[config.mk]
export PLATFORM = sky130hd
export DESIGN_NAME = encoder_4to2_event
export DESIGN_NICKNAME = d
export VERILOG_FILES = /design/src/rtl/encoder_4to2_event.sv
export SDC_FILE = /design/constraint.sdc
export NUM_CORES = 1
export LEC_CHECK = 0
export ABC_AREA = 1
export BUFFER_PORTS_ARGS = -buffer_cell sky130_fd_sc_hd__buf_2
export CAP_MARGIN = 20
export CORE_MARGIN = 1
export CORE_UTILIZATION = 35
export DETAILED_ROUTE_END_ITERATION = 7
export PLACE_DENSITY_LB_ADDON = 0.25
export SKIP_CTS_REPAIR_TIMING = 1
export SLEW_MARGIN = 10
export SYNTH_ARGS = -nofsm -noshare
export SYNTH_HDL_FRONTEND = slang
export SYNTH_SLANG_ARGS = --single-unit
[constraint.sdc]
create_clock -name clk -period 1.64 [get_ports clk]
set_input_delay 0.164 -clock clk [delete_from_list [all_inputs] [get_ports clk]]
set_output_delay 0.164 -clock clk [all_outputs]
set_load 0.01 [all_outputs]
[src/rtl/encoder_4to2_event.sv]
// encoder_4to2_event
//   Event-capturing 4-to-2 priority encoder. Four asynchronous lines are
//   synchronised and their rising edges are queued as pending events. The
//   events are then issued one at a time as a 2-bit code.
//
//   Handshake: valid=1 means code_out holds an unacknowledged event. The event
//   is consumed on the rising clk edge where valid=1 and ack=1. After that
//   edge valid drops for at least one cycle before the next code is issued.
//   ack is ignored while valid=0.
//
//   The FSM state is visible on valid: valid=1 exactly when the FSM is in HOLD.
//
// Parameters
//   SYNC_STAGES : flops per input synchroniser chain (2..4)
//   HIGH_FIRST  : 1 = bit 3 wins priority, 0 = bit 0 wins priority
//
// Ports
//   clk      : system clock, rising edge
//   rst      : asynchronous active-high reset
//   in[3:0]  : asynchronous event lines
//   ack      : downstream accepts current code
//   code_out : encoded index of the issued event
//   valid    : code_out holds an unacknowledged event
//   multi    : two or more events pending, including the issued one
//   overflow : one-cycle pulse; a duplicate edge was dropped
module encoder_4to2_event #(
    parameter int SYNC_STAGES = 2,
    parameter bit HIGH_FIRST  = 1'b1
) (
    input  logic       clk,
    input  logic       rst,
    input  logic [3:0] in,
    input  logic       ack,
    output logic [1:0] code_out,
    output logic       valid,
    output logic       multi,
    output logic       overflow
);

    typedef enum logic {IDLE = 1'b0, HOLD = 1'b1} state_t;

    state_t     state;
    logic [3:0] sync_q [SYNC_STAGES];
    logic [3:0] s;
    logic [3:0] prev;
    logic [3:0] rise;
    logic [3:0] pending;
    logic [3:0] clr;
    logic [3:0] pending_next;

    // Highest-priority set bit of a pending vector.
    function automatic logic [1:0] prio(input logic [3:0] p);
        logic [1:0] r;
        r = 2'd0;
        if (HIGH_FIRST) begin
            if (p[3])      r = 2'd3;
            else if (p[2]) r = 2'd2;
            else if (p[1]) r = 2'd1;
            else           r = 2'd0;
        end else begin
            if (p[0])      r = 2'd0;
            else if (p[1]) r = 2'd1;
            else if (p[2]) r = 2'd2;
            else           r = 2'd3;
        end
        return r;
    endfunction

    // Input synchronisers, one chain of SYNC_STAGES flops per line.
    always_ff @(posedge clk or posedge rst) begin
        if (rst) begin
            for (int k = 0; k < SYNC_STAGES; k++) sync_q[k] <= 4'b0000;
        end else begin
            sync_q[0] <= in;
            for (int k = 1; k < SYNC_STAGES; k++) sync_q[k] <= sync_q[k-1];
        end
    end

    assign s    = sync_q[SYNC_STAGES-1];
    // prev resets to 0, so a line held high through reset is seen as one rise.
    assign rise = s & ~prev;

    always_comb begin
        clr = 4'b0000;
        if (state == HOLD && ack) clr[code_out] = 1'b1;
    end

    // Set beats clear when a new rise lands on the acknowledged bit.
    assign pending_next = (pending & ~clr) | rise;

    always_ff @(posedge clk or posedge rst) begin
        if (rst) begin
            prev     <= 4'b0000;
            pending  <= 4'b0000;
            multi    <= 1'b0;
            overflow <= 1'b0;
        end else begin
            prev     <= s;
            pending  <= pending_next;
            multi    <= ($countones(pending_next) >= 2);
            overflow <= |(rise & pending & ~clr);
        end
    end

    // Issue FSM. Priority is evaluated from the registered pending vector on
    // every IDLE cycle, so a higher-priority arrival during HOLD goes next.
    always_ff @(posedge clk or posedge rst) begin
        if (rst) begin
            state    <= IDLE;
            code_out <= 2'b00;
            valid    <= 1'b0;
        end else begin
            case (state)
                IDLE: begin
                    if (pending != 4'b0000) begin
                        code_out <= prio(pending);
                        valid    <= 1'b1;
                        state    <= HOLD;
                    end
                end
                HOLD: begin
                    if (ack) begin
                        valid <= 1'b0;
                        state <= IDLE;
                    end
                end
                default: begin
                    valid <= 1'b0;
                    state <= IDLE;
                end
            endcase
        end
    end

endmodule

==> impl_metrics.csv, run 1 <==
group,metric,value,unit
worst_setup_path,critPathKind,"reg2reg",
worst_setup_path,critPathSlowestCell,"dfrtp_1",
synth,synth_top_family_by_area,"simple AND/OR/NAND/NOR gates",
pwr,p_leak,0.517,nW
layout,drive_gt1_frac,0.208,
sta,fmax,0.659,GHz
worst_hold_path,min_path_cells,2,
floorplan,coreArea,2190,um^2
worst_setup_path,worstRegToRegCells,6,
layout,multi_input_area,206,um^2
place,place_area,903,um^2
drt,dr.first_iter.drc_count,11,
global_routing,grt_pass1_vias,467,
drt,antenna_left,0,
worst_setup_path,start_kind,"flop",
worst_setup_path,crit_required,1.85,ns
sta,period_needed,1.52,ns
sta,setup_viol,0,
layout,nets,110,
run,drv_cap,0,
clocking,cts_root_buffer,"clkbuf_4",
synth,yosys.area_share.simple,0.194,
clocking,cts.sinks,22,
sta,tns,0,ns
worst_setup_path,path_cells,"nand2_1 -> o21ai_0 -> nand2_1 -> fa_1 -> nand2_1 -> nand2_1",
layout,mostFrequentLayoutCells,"22 x nand2_1, 22 x dfrtp_1, 11 x inv_1, 11 x buf_2, 9 x nor2_1",
worst_setup_path,path_delay_family,"flip-flops",
place,gp_congestion,0.783,
worst_setup_path,path_depth,6,
worst_hold_path,min_to,"state",
synth,synth_xor_xnor_area_share,0,
synth,synth_fa_ha_area_frac,0.0248,
synth,synth_nets,88,
worst_hold_path,hp-start,"ack",
clocking,clk_latency,0.30,ns
drt,drc_errors,0,
global_routing,grt.overflow.total,0,
worst_setup_path,r2r_end,"multi",
pwr,peakVddDrop,0.000883,V
synth,synth_area,806,um^2
floorplan,die-area,2500,um^2
layout,antennaDiodeCount,0,
worst_setup_path,worstPathMaxFanout,6,
drt,wl_per_cell,9.25,um
global_routing,grt_start_max_net_pins,23,
global_routing,antenna_found_initial,0,
global_routing,grt_pass1_wl,2.06,mm
floorplan,die_w,50.0,um
drt,vias,553,
sta,drv_slew,0,
run_status,status,"finished clean",
place,port-buffer-count,11,
synth,synthCells,80,
global_routing,track_usage,0.117,
layout,final_area,990,um^2
sta,finalCritPeriodShare,0.925,
floorplan,start_util,0.368,
pwr,powerDensity,1500,nW/um^2
drt,vias_per_cell,4.29,
synth,synth_top_area_cell,"dfrtp_1",
synth,synth_top_area_share,0.683,
clocking,clock_path_buffers,2,
layout,fillers,214,
floorplan,num_rows,17,
clocking,h-tree-depth,1,
layout,final_util,0.452,
sta,rsz0062_at_grt,"false",
synth,ys_types,12,
drt,routed_wl,1.19,mm
worst_setup_path,startpoint,"code_out[0]",
worst_hold_path,min_path_type,"in2reg",
synth,ys_seq_area_frac,0.683,
floorplan,dieHeight,50.0,um
clocking,clkTransAtPathRegs,0.11,ns
clocking,tritoncts,"built",
drt,firstDrtPassIters,4,
synth,synth_warnings,0,
worst_setup_path,crit_path_end_kind,"flop",
synth,yosys-top-cells-area,"dfrtp_1 68%, nand2_1 10%, inv_1 5.1%",
place,dpl.hpwl,865,um
worst_setup_path,crit_buf_inv,0,
synth,synth_compound_area_frac,0.0373,
clocking,numCtsBuffers,3,
worst_setup_path,cpPeakStageDelay,0.46,ns
synth,synth.area.mux_share,0,
sta,worst_pin_slew,0.280,ns
layout,seq_area,551,um^2
synth,syn_area_per_cell,10.1,um^2
sta,skew,0.00392,ns
synth,synth_seq_cells,22,
pwr,power.total,1.49,mW
worst_setup_path,arrival,1.73,ns
sta,maxSlewHeadroom,0.814,
floorplan,ioPinCount,12,
worst_setup_path,crit_top_cell,"nand2_1",
sta,hold_viol_final,0,
layout,syn_to_final_growth,22.8,%
worst_setup_path,r2r_slack,0.12,ns
worst_setup_path,r2r-start,"code_out[0]",
## cells in the mapped netlist, drive strengths merged
| cell type | number |
|---|---|
| inv | 13 |
| a21oi | 2 |
| dfrtp | 22 |
| o21ai | 4 |
| nand2 | 24 |
| nand3 | 3 |
| nor2 | 10 |
| nand4 | 1 |
| fa | 1 |
## through the flow
step / setup WS (ns) / hold slack [ns] / std cells
floorplan: 0.212 / 0.153 / 80
global placement: 0.124 / 0.206 / 120
detailed placement: 0.139 / 0.211 / 120
CTS: 0.120 / -0.132 / 124
global route: 0.0183 / 0.0881 / 129
finish: 0.123 / 0.0810 / 129
## where the power goes
part / leakage [nW] / internal [mW] / switching, mW
clock: 0.0210 / 0.135 / 0.152
combinational: 0.251 / 0.169 / 0.262
sequential: 0.245 / 0.669 / 0.101
total: 0.517 / 0.973 / 0.515
## worst reg2reg max path: stages, from the launching register on
cell,delay (ns)
dfrtp_1,0.46
nand2_1,0.11
o21ai_0,0.17
nand2_1,0.12
fa_1,0.46
nand2_1,0.07
nand2_1,0.04
## registers in the layout (all words and copies together), names as in the netlist
signal,flops
prev,4
sync_q,4
overflow,1
pending,4
s,4
multi,1
valid,1
code_out,2
state,1
## worst max-delay path by stage
stage	slack, ns	endpoint
detailed placement	0.14	multi
finish	0.12	multi
CTS	0.12	multi
global placement	0.12	multi
global route	0.02	multi
floorplan	0.21	multi
## routing by layer
metal	vias to the layer above	track usage	wire length [um]
met3	2	0.0556	91
met2	22	0.176	534
met1	246	0.146	559
met4	0	0.0429	8
li1	283	-	-
met5	-	0	0
## layout make-up
cell class	count	area share
timing repair buffer	17	0.114
tap	28	0.0354
inverter	13	0.0493
sequential	22	0.556
multi-input combinational	45	0.209
clock buffer	4	0.0367
## cells by family after synthesis
kind of cell | count (synthesis)
fa+ha+maj | 1
compound gates | 6
buf+inv | 13
simple gates | 38
flops | 22
(Power assumes the default switching activity.)
==> run 2: changes to the inputs <==
--- a/config.mk
+++ b/config.mk
@@ -5,12 +5,12 @@
 export SDC_FILE = /design/constraint.sdc
 export NUM_CORES = 1
 export LEC_CHECK = 0
-export ABC_AREA = 1
 export BUFFER_PORTS_ARGS = -buffer_cell sky130_fd_sc_hd__buf_2
 export CAP_MARGIN = 20
 export CORE_MARGIN = 1
 export CORE_UTILIZATION = 35
 export DETAILED_ROUTE_END_ITERATION = 7
+export HOLD_SLACK_MARGIN = 0.03
 export PLACE_DENSITY_LB_ADDON = 0.25
 export SKIP_CTS_REPAIR_TIMING = 1
 export SLEW_MARGIN = 10
==> impl_metrics.csv, run 2 <==
group,metric,value,unit
global_routing,track_usage,0.128,
synth,synth_warnings,0,
drt,routed_wl,1.46,mm
synth,syn_area_per_cell,13.3,um^2
sta,maxSlewHeadroom,0.762,
pwr,p_leak,0.495,nW
synth,synthCells,60,
layout,antennaDiodeCount,0,
worst_setup_path,r2r_slack,0.02,ns
clocking,clock_path_buffers,2,
run,drv_cap,0,
drt,wirelength_met1,693,um
floorplan,dieHeight,49.8,um
sta,fmax,0.618,GHz
drt,wl_per_cell,12.7,um
floorplan,start_util,0.391,
drt,vias_per_cell,4.71,
worst_setup_path,cpPeakStageDelay,0.48,ns
worst_setup_path,crit_buf_inv,0,
synth,synth_flop_cell,"dfrtp_1",
drt,drc_errors,0,
sta,worst_pin_slew,0.356,ns
drt,antenna_left,0,
global_routing,grt_pass1_vias,484,
drt,firstDrtPassIters,4,
sta,drv_slew,0,
worst_setup_path,crit_top_cell,"nand2_2",
synth,synth.most_common_cell,"dfrtp_1",
layout,final_common_cell,"dfrtp_1",
clocking,numCtsBuffers,3,
place,place_area,913,um^2
worst_setup_path,r2r_end,"multi",
worst_setup_path,critPathKind,"reg2reg",
drt,wl_met2,689,um
worst_setup_path,crit_required,1.86,ns
clocking,clkTransAtPathRegs,0.13,ns
worst_hold_path,min_path_cells,3,
drt,highest-signal-layer,"met4",
worst_setup_path,crit_path_end_kind,"flop",
sta,hold_viol_final,0,
synth,synth_area,798,um^2
worst_setup_path,startpoint,"state",
layout,drive_gt1_frac,0.398,
synth,synth_nets,68,
pwr,power.total,1.30,mW
layout,final_util,0.540,
sta,skew,0.0103,ns
worst_setup_path,arrival,1.84,ns
sta,period_needed,1.62,ns
layout,syn_to_final_growth,38.1,%
pwr,peakVddDrop,0.000755,V
synth,ys_seq_area_frac,0.690,
clocking,cts_root_buffer,"clkbuf_4",
clocking,tritoncts,"built",
synth,synth_top_area_cell,"dfrtp_1",
global_routing,antenna_found_initial,0,
synth,synth_top_area_share,0.690,
synth,yosys-top-cells-area,"dfrtp_1 69%, nand2b_1 3.1%, and4b_1 2.5%",
drt,dr.first_iter.drc_count,2,
global_routing,grt_start_max_net_pins,14,
floorplan,ioPinCount,12,
synth,synth_edf_count,0,
worst_hold_path,min_path_type,"in2reg",
worst_setup_path,critPathSlowestCell,"fa_1",
floorplan,num_rows,16,
global_routing,grt.overflow.total,0,
clocking,cts.sinks,22,
place,dpl.hpwl,961,um
global_routing,grt_pass1_wl,2.27,mm
sta,tns,0,ns
drt,vias,542,
worst_setup_path,r2r-start,"state",
synth,synth_seq_cells,22,
layout,final_area,1100,um^2
floorplan,die-area,2480,um^2
drt,route.met3.wl,53,um
floorplan,die_w,49.8,um
worst_hold_path,hp-start,"ack",
clocking,clk_latency,0.32,ns
clocking,h-tree-depth,1,
layout,nets,97,
worst_setup_path,start_kind,"flop",
sta,finalCritPeriodShare,0.987,
worst_setup_path,worstRegToRegCells,5,
place,gp_congestion,0.761,
place,port-buffer-count,11,
floorplan,coreArea,2040,um^2
synth,synth_common_cells,"22 x dfrtp_1, 5 x inv_1, 4 x nand2b_1, 4 x o21ai_0",
synth,async_reset_ff_frac,1.00,
worst_setup_path,worstPathMaxFanout,3,
worst_hold_path,min_to,"valid",
worst_setup_path,path_delay_family,"adder cells",
sta,setup_viol,0,
layout,mostFrequentLayoutCells,"20 x dfrtp_1, 11 x buf_2, 9 x buf_4",
synth,ys_types,21,
run_status,status,"finished clean",
pwr,powerDensity,1180,nW/um^2
worst_setup_path,path_cells,"nand2_2 -> o31ai_4 -> nand2_2 -> fa_1 -> a21o_1",
## run 2: changes by cell type after synthesis, sizes merged, moves of 2 or more
| cell | previous run | this run |
|---|---|---|
| nand2 | 24 | 3 |
| inv | 13 | 5 |
| nor2 | 10 | 3 |
| nand2b | 0 | 4 |
| and3b | 0 | 2 |
| and4b | 0 | 2 |
| nand3 | 3 | 1 |
| o31ai | 0 | 2 |
## run 2: kinds of logic after synthesis
group,synth area share
flip-flops,0.690
buffers and inverters,0.0298
adder cells (fa/ha/maj),0.0251
AND/OR/NAND/NOR,0.139
AO/OA/AOI/OAI,0.116
## run 2: how the worst max path moves through the flow
stage / end / slack (ns) / depth (start not counted)
after floorplan: multi / 0.005 / 6
after global placement: multi / 0.001 / 5
after detailed placement: multi / -0.02 / 5
after CTS: multi / -0.07 / 5
after global routing: multi / -0.03 / 5
final: multi / 0.02 / 5
## run 2: metal layers
metal  GRT usage  up-vias
met3      0.0556        2
met4      0.0571        0
met5           0        -
met1       0.161      258
li1            -      269
met2       0.189       13
## run 2: final cells by class
cell class,count,area [um^2]
clock buffers,3,22.5
clock inverters,1,30.0
fillers,177,940
inverters,5,18.8
multi-input cells,32,272
flip-flops and latches,22,553
well taps,27,33.8
repair buffers,25,173
## run 2: per-stage QoR
step,std cells,setup slack (ns),hold WS (ns)
floorplan,60,0.00507,0.153
global placement,101,0.00147,0.140
detailed placement,101,-0.0188,0.147
CTS,105,-0.0677,-0.209
global route,115,-0.0332,0.169
finish,115,0.0220,0.167
## run 2: worst register-to-register path, stage by stage (launching register included)
cell and delay [ns]:
dfrtp_1 0.39, nand2_2 0.11, o31ai_4 0.28, nand2_2 0.10, fa_1 0.48, a21o_1 0.17
## run 2: power by group
| part | internal (mW) | total, mW | switching [mW] |
|---|---|---|---|
| Clock | 0.247 | 0.418 | 0.171 |
| Combinational | 0.116 | 0.224 | 0.109 |
| Sequential | 0.599 | 0.659 | 0.0603 |
==> run 3: changes to the inputs <==
--- a/config.mk
+++ b/config.mk
@@ -11,7 +11,8 @@
 export CORE_UTILIZATION = 35
 export DETAILED_ROUTE_END_ITERATION = 7
 export HOLD_SLACK_MARGIN = 0.03
-export PLACE_DENSITY_LB_ADDON = 0.25
+export PLACE_DENSITY_LB_ADDON = 0.3
+export RECOVER_POWER = 100
 export SKIP_CTS_REPAIR_TIMING = 1
 export SLEW_MARGIN = 10
 export SYNTH_ARGS = -nofsm -noshare
==> impl_metrics.csv, run 3 (synthesized netlist as in run 2, its figures left out) <==
group,metric,value,unit
worst_hold_path,min_path_type,"in2reg",
place,dpl.hpwl,898,um
worst_setup_path,path_cells,"buf_4 -> o31ai_4 -> nand2_2 -> fa_1 -> a21o_1",
worst_setup_path,start_kind,"flop",
layout,final_util,0.523,
pwr,powerDensity,1200,nW/um^2
floorplan,die_w,49.8,um
worst_setup_path,critPathKind,"reg2reg",
place,place_area,906,um^2
floorplan,ioPinCount,12,
worst_setup_path,worstPathMaxFanout,5,
sta,worst_pin_slew,0.434,ns
clocking,clock_path_buffers,2,
pwr,p_switching,0.322,mW
sta,maxSlewHeadroom,0.710,
worst_setup_path,startpoint,"code_out[1]",
pwr,pwr-share-comb,0.167,
sta,drv_slew,0,
clocking,cts.sinks,22,
clocking,h-tree-depth,1,
layout,final_area,1070,um^2
drt,drc_errors,0,
sta,rsz0062_at_grt,"true",
pwr,power.total,1.28,mW
worst_setup_path,r2r-start,"code_out[1]",
drt,antenna_left,0,
drt,vias_per_cell,4.96,
sta,final.setup.worst_slack,-0.0240,ns
sta,period_needed,1.66,ns
layout,nets,94,
sta,hold_viol_final,0,
worst_setup_path,crit_path_end_kind,"flop",
sta,tns,-0.0240,ns
worst_setup_path,crit_required,1.85,ns
pwr,p_int,0.954,mW
global_routing,track_usage,0.120,
layout,antennaDiodeCount,0,
sta,setup_viol,1,
drt,routed_wl,1.37,mm
place,port-buffer-count,11,
pwr,p_sw_frac,0.252,
layout,mostFrequentLayoutCells,"20 x dfrtp_1, 11 x buf_2, 6 x buf_4",
sta,skew,0.00157,ns
global_routing,grt_pass1_vias,484,
layout,syn_to_final_growth,33.7,%
layout,drive_gt1_frac,0.341,
run_status,violations,"setup timing",
pwr,peakVddDrop,0.000693,V
clocking,cts_root_buffer,"clkbuf_4",
clocking,numCtsBuffers,3,
floorplan,start_util,0.391,
global_routing,antenna_found_initial,0,
sta,finalCritPeriodShare,1.01,
floorplan,dieHeight,49.8,um
clocking,clk_latency,0.30,ns
drt,dr.first_iter.drc_count,7,
floorplan,num_rows,16,
global_routing,grt.overflow.total,0,
place,gp_congestion,0.779,
drt,firstDrtPassIters,4,
sta,fmax,0.601,GHz
drt,wl_per_cell,12.2,um
pwr,p_clk_frac,0.318,
clocking,clkTransAtPathRegs,0.12,ns
clocking,tritoncts,"built",
worst_setup_path,arrival,1.87,ns
run,drv_cap,0,
worst_setup_path,cpPeakStageDelay,0.47,ns
drt,vias,556,
floorplan,coreArea,2040,um^2
pwr,seq_power_share,0.514,
layout,fin_cells,112,
floorplan,die-area,2480,um^2
run_status,status,"finished, violations left",
worst_hold_path,hp-start,"ack",
global_routing,grt_start_max_net_pins,14,
place,placed_cells,100,
worst_setup_path,critPathSlowestCell,"dfrtp_2",
global_routing,grt_pass1_wl,2.15,mm
layout,final_common_cell,"dfrtp_1",
pwr,p_leak,0.478,nW
[run 3: cell count changes in the layout (fill, tap and decap cells not counted), sizes merged]
cell  before  now
buf       20   17
[run 3: final cells by class]
cell class / count / area (um^2)
clock buffer: 3 / 22.5
clock inverter: 1 / 30.0
fill: 194 / 975
inverter: 5 / 18.8
multi-input combinational: 32 / 259
sequential: 22 / 553
tap: 27 / 33.8
timing repair buffer: 22 / 150
[run 3: final timing paths]
kind                               end  slack (ns)  depth (start not counted)
setup / recovery                 multi       -0.02                          5
hold / removal                   valid        0.18                          3
setup reg to reg                 multi       -0.02                          5
hold reg to reg                   s[2]        0.36                          0
max in group asynchronous  code_out[1]        0.74                          4
min in group asynchronous         s[2]        0.39                          3
[run 3: power by group through the flow]
stage | Clock [mW] | Sequential [mW] | Combinational, mW
2_1_floorplan | 0 | 0.655 | 0.0910
6_report | 0.406 | 0.656 | 0.214
4_1_cts | 0.422 | 0.643 | 0.164
3_5_place_dp | 0 | 0.654 | 0.161
3_3_place_gp | 0 | 0.654 | 0.164
5_1_grt | 0.451 | 0.663 | 0.237
[run 3: layer usage]
| layer | global-route usage | share of wire | vias to the layer above |
|---|---|---|---|
| met5 | 0 | 0 | - |
| met4 | 0.0429 | 0 | 0 |
| met3 | 0.0494 | 0.058 | 0 |
| met2 | 0.176 | 0.49 | 24 |
| met1 | 0.159 | 0.45 | 270 |
| li1 | - | - | 262 |
[run 3: critical path: cells and delay by family (launching register included)]
kind                     cells  cell delay [ns]
flip-flops                   1             0.47
adder cells (fa/ha/maj)      1             0.44
AO/OA/AOI/OAI                2             0.41
buffers and inverters        1             0.16
AND/OR/NAND/NOR              1             0.09
[run 3: stage by stage]
stage	hold slack, ns	setup WS, ns
after floorplan	0.153	0.00507
after global routing	0.189	-0.0893
after detailed placement	0.183	-0.00778
final	0.179	-0.0240
after global placement	0.191	-0.0108
after CTS	-0.170	-0.0537
